==> config.mk <==
export PLATFORM = sky130hd
export DESIGN_NAME = snn_seq_ctrl
export DESIGN_NICKNAME = d
export VERILOG_FILES = /design/src/rtl/snn_seq_ctrl.sv
export SDC_FILE = /design/constraint.sdc
export NUM_CORES = 1
export LEC_CHECK = 0
export ABC_AREA = 1
export BUFFER_PORTS_ARGS = -buffer_cell sky130_fd_sc_hd__buf_4
export CAP_MARGIN = 20
export CORE_MARGIN = 2
export CORE_UTILIZATION = 50
export CTS_CLUSTER_DIAMETER = 40
export DETAILED_ROUTE_END_ITERATION = 12
export GPL_TIMING_DRIVEN = 0
export MAX_ROUTING_LAYER = met4
export PLACE_DENSITY = 0.8
export SYNTH_ARGS = -nofsm -noshare
export SYNTH_HDL_FRONTEND = slang
export SYNTH_SLANG_ARGS = --single-unit
==> constraint.sdc <==
create_clock -name clk -period 1.6 [get_ports clk]
set_clock_uncertainty 0.1 [all_clocks]
set_input_delay 0.16 -clock clk [delete_from_list [all_inputs] [get_ports clk]]
set_output_delay 0.16 -clock clk [all_outputs]
set_load 0.02 [all_outputs]
==> src/rtl/snn_seq_ctrl.sv <==
// Sequencing controller for the SNN digit classifier: loads one image from UART RX
// into the input RAM, starts the core, and sends the ASCII result to UART TX.
module snn_seq_ctrl #(
  parameter int NUM_PIXELS = 784,
  parameter int ADDR_W     = 10,
  parameter int RX_TIMEOUT = 1_000_000
) (
  input  logic              clk,
  input  logic              rst_n,
  input  logic              rx_rdy,
  input  logic [7:0]        rx_data,
  output logic              ram_we,
  output logic [ADDR_W-1:0] ram_addr,
  output logic              ram_wdata,
  output logic              core_start,
  input  logic [ADDR_W-1:0] core_addr,
  input  logic              core_done,
  input  logic [3:0]        core_digit,
  output logic              tx_start,
  output logic [7:0]        tx_data,
  input  logic              tx_rdy,
  output logic [7:0]        led,
  output logic              busy,
  output logic              err
);

  localparam int                CNT_W     = $clog2(RX_TIMEOUT + 1);
  localparam logic [ADDR_W-1:0] LAST_ADDR = ADDR_W'(NUM_PIXELS - 1);
  localparam logic [CNT_W-1:0]  IDLE_LAST = CNT_W'(RX_TIMEOUT - 1);

  typedef enum logic [1:0] {
    S_RX,
    S_START,
    S_COMPUTE,
    S_TX
  } state_t;

  state_t            r_state;
  logic [ADDR_W-1:0] r_wr_addr;
  logic [ADDR_W-1:0] r_ram_addr;
  logic [CNT_W-1:0]  r_idle_cnt;
  logic              r_ram_we;
  logic              r_ram_wdata;
  logic              r_core_start;
  logic              r_busy;
  logic              r_err;
  logic [7:0]        r_result;
  logic              w_tx_fire;

  // NOTE: tx_start and the compute-phase RAM address are combinational on purpose:
  // both must respond in the same cycle as tx_rdy / core_addr.
  assign w_tx_fire  = (r_state == S_TX) && tx_rdy;
  assign tx_start   = w_tx_fire;
  assign ram_addr   = (r_state == S_COMPUTE) ? core_addr : r_ram_addr;
  assign ram_we     = r_ram_we;
  assign ram_wdata  = r_ram_wdata;
  assign core_start = r_core_start;
  assign tx_data    = r_result;
  assign led        = r_result;
  assign busy       = r_busy;
  assign err        = r_err;

  always_ff @(posedge clk or negedge rst_n) begin
    if (!rst_n) begin
      r_state      <= S_RX;
      r_wr_addr    <= '0;
      r_ram_addr   <= '0;
      r_idle_cnt   <= '0;
      r_ram_we     <= 1'b0;
      r_ram_wdata  <= 1'b0;
      r_core_start <= 1'b0;
      r_busy       <= 1'b0;
      r_err        <= 1'b0;
      r_result     <= 8'h00;
    end else begin
      // NOTE: pulse outputs default low each cycle; every state assignment here is
      // non-blocking so all registers see the same pre-edge values.
      r_ram_we     <= 1'b0;
      r_core_start <= 1'b0;

      case (r_state)
        S_RX: begin
          if (rx_rdy) begin
            r_ram_we    <= 1'b1;
            r_ram_addr  <= r_wr_addr;
            r_ram_wdata <= rx_data[0];
            r_idle_cnt  <= '0;
            if (r_wr_addr == LAST_ADDR) begin
              r_wr_addr <= '0;
              r_state   <= S_START;
            end else begin
              r_wr_addr <= r_wr_addr + 1'b1;
            end
          end else if (r_wr_addr != '0) begin
            // A stalled partial frame is dropped so the next byte is pixel 0.
            if (r_idle_cnt == IDLE_LAST) begin
              r_wr_addr  <= '0;
              r_idle_cnt <= '0;
              r_err      <= 1'b1;
            end else begin
              r_idle_cnt <= r_idle_cnt + 1'b1;
            end
          end
        end

        S_START: begin
          r_core_start <= 1'b1;
          r_busy       <= 1'b1;
          r_state      <= S_COMPUTE;
        end

        S_COMPUTE: begin
          if (core_done) begin
            if (core_digit <= 4'd9) begin
              r_result <= 8'h30 + {4'h0, core_digit};
            end else begin
              r_result <= 8'h3F;
              r_err    <= 1'b1;
            end
            r_state <= S_TX;
          end
        end

        S_TX: begin
          if (w_tx_fire) begin
            r_busy  <= 1'b0;
            r_state <= S_RX;
          end
        end

        default: r_state <= S_RX;
      endcase

      // Bytes arriving while the image is being processed are lost.
      if (rx_rdy && (r_state != S_RX)) begin
        r_err <= 1'b1;
      end
    end
  end

endmodule

==> results.json <==
{
  "synth_edf_count": 0,
  "crit_chain": "buf_4, nand3_1, inv_2, nand2_2, nor3b_2, nand3_1, nor2_2, nor2_2",
  "drt_wl_total_um": 11200,
  "status": "finished, violations left",
  "grt_max_degree": 53,
  "clkTransAtPathRegs_ns": 0.10,
  "setup_slack_ns": -0.280,
  "top_layer": "met4",
  "ys_types": 33,
  "clockRootBuffer": "clkbuf_8",
  "critPathTopFamily": "simple AND/OR/NAND/NOR gates",
  "grt_pass1_wl_um": 15400,
  "io_buffers": 47,
  "yosysWarnings": 0,
  "grt-ovfl-total": 0,
  "synth-seq-cells": 52,
  "die_w_um": 84.6,
  "firstDrtPassIters": 7,
  "cts.sinks": 52,
  "grtUsageTotal_pct": 27.4,
  "drv_cap": 0,
  "antenna_left": 0,
  "rows": 29,
  "drive_gt1_share_pct": 43.5,
  "end_kind": "flip-flop",
  "drc": 0,
  "gp_congestion": 0.898,
  "ios": 59,
  "powerDensity_mw_per_mm2": 878,
  "critPathBufInv": 2,
  "die_h_um": 84.6,
  "cp.arrival_ns": 1.99,
  "setup_tns_ns": -5.17,
  "syn-cell-area_mm2": 0.00325,
  "rsz0062_at_grt": "true",
  "h-tree-depth": 2,
  "avgSynthCellArea_um2": 7.23,
  "timing.rr.start": "r_idle_cnt[1]",
  "syn-instance-count": 450,
  "cts_buffer_depth": 2,
  "layout_commonest_cell": "nand2_1",
  "wl_met3_um": 1030,
  "async_flop_share_pct": 100,
  "max_stage_delay_ns": 0.41,
  "max_freq_ghz": 0.532,
  "initial_core_util_pct": 51.5,
  "pre_cts_ws_ns": -0.259,
  "final_nets": 584,
  "final-max-slew-violation-count": 0,
  "tightest_slew_ns": 0.688,
  "setup_viol": 40,
  "cts_tree": "built",
  "hold_viol": 0,
  "min-delay-start": "core_digit[0]",
  "vias": 3660,
  "antennaDiodeCount": 0,
  "insertion_delay_ns": 0.32,
  "coreArea_mm2": 0.00631,
  "final_cell_mix": "nand2_1, buf_4, dfrtp_1",
  "grt_pass1_vias": 3255,
  "fillers": 388,
  "drt-initial-drc-count": 477,
  "dp_hpwl_um": 5740,
  "critPathLaunchType": "flip-flop",
  "slew_headroom_pct": 54.1,
  "via_per_inst": 5.84,
  "critPathLaunch": "r_idle_cnt[1]",
  "ys.flop_type": "dfrtp_1",
  "power_leakage_nw": 2.22,
  "ys_seq_area_share_pct": 40.0,
  "cts-buffers-inserted": 5,
  "total_power_mw": 4.15,
  "critPathRequiredTime_ns": 1.71,
  "min_period_ns": 1.88,
  "area_growth_pct": 45.4,
  "cpMaxStageDelayCell": "dfrtp_1",
  "wire_per_inst_um": 17.9,
  "violations": "setup timing",
  "antenna_found_initial": 0,
  "vdd_ir_drop_max_uv": 537,
  "finalCritPeriodShare_pct": 118,
  "drt-met1-wl_um": 4130,
  "cp_max_fo": 5,
  "hp-class": "in2reg",
  "crit_type": "reg2reg",
  "dieArea_mm2": 0.00716,
  "dr_wl_met2_um": 5480
}
==> cells in the mapped netlist (all sizes together), types with 4 or more instances <==
| master | instances | share of area, % |
|---|---|---|
| a21oi | 5 | 0.77 |
| buf | 18 | 4.0 |
| clkbuf | 5 | 0.62 |
| dfrtp | 52 | 40 |
| ha | 8 | 3.1 |
| inv | 45 | 5.2 |
| nand2 | 155 | 19 |
| nand3 | 28 | 4.5 |
| nand4 | 20 | 3.8 |
| nor2 | 53 | 7.3 |
| nor3 | 8 | 1.2 |
| o21ai | 34 | 6.0 |
| o21bai | 4 | 0.92 |
| or2 | 4 | 0.77 |
==> final timing paths <==
check                      cells past startpoint  slack [ns]              to
max                                            8       -0.28  r_idle_cnt[19]
min                                            3        0.02          led[0]
max reg2reg                                    8       -0.28  r_idle_cnt[19]
min reg2reg                                    2        0.40       ram_wdata
max in group asynchronous                      2        0.58   r_idle_cnt[3]
min in group asynchronous                      2        0.31   r_ram_addr[7]
==> power by group <==
| group | internal (mW) | switching, mW | leakage [nW] | total (mW) |
|---|---|---|---|---|
| Sequential | 1.41 | 0.130 | 0.691 | 1.54 |
| Clock | 0.465 | 0.469 | 0.0552 | 0.934 |
| Combinational | 0.790 | 0.886 | 1.47 | 1.68 |
==> repair_timing <==
action                                  CTS  global route
setup buffers                            22            12
endpoints found under the setup margin   54            54
cloned                                    3             2
gates resized for setup                  99            60
endpoints found under the hold margin    54             1
pin swaps                                18            22
hold buffers                              3             1
==> layout make-up <==
type	instances	area [um2]	share of cell area, %
sequential	52	1310	27.7
tap	77	96.3	2.04
clock inverter	2	35.0	0.741
inverter	45	174	3.68
buffer	23	223	4.71
multi-input combinational	333	2010	42.5
timing repair buffer	89	806	17.0
clock buffer	6	72.6	1.54
==> sequential cells by signal, summed over array words and instances, names as in the netlist <==
| signal | count |
|---|---|
| r_idle_cnt | 20 |
| r_ram_addr | 10 |
| r_wr_addr | 10 |
| led | 5 |
| r_state | 2 |
| busy | 1 |
| core_start | 1 |
| err | 1 |
| ram_wdata | 1 |
| ram_we | 1 |
==> routing by layer <==
metal  track usage [%]  vias to the layer above
met5                 -                        -
met4              8.66                        0
met3              3.64                       64
met2              46.5                      269
met1              34.0                     1703
li1                  -                     1624
==> cells by family after synthesis <==
logic type               count (synthesis)  share of synthesized area, %
AND/OR/NAND/NOR                        271                          37.6
buffers and inverters                   68                          9.81
flip-flops                              52                          40.0
AO/OA/AOI/OAI                           48                          8.89
adder cells (fa/ha/maj)                  8                          3.08
XOR/XNOR                                 2                         0.539
other                                    1                         0.115
==> worst reg2reg max path: cells and delay by family, from the launching register on <==
kind	cells	cell delay [ns]
buf+inv	2	0.30
flops	1	0.41
simple gates	6	0.96
==> per-stage QoR <==
step | cells | hold slack [ns] | area [um2] | utilization (%)
2_1_floorplan | 453 | -0.236 | 3270 | -
3_3_place_gp | 577 | 0.136 | 3710 | 58.8
3_5_place_dp | 577 | 0.142 | 3710 | 58.8
4_1_cts | 613 | 0.0340 | 4430 | 70.1
5_1_grt | 627 | 0.0521 | 4730 | 74.9
6_report | 627 | 0.0165 | 4730 | 74.9
(Power assumes the default switching activity.)
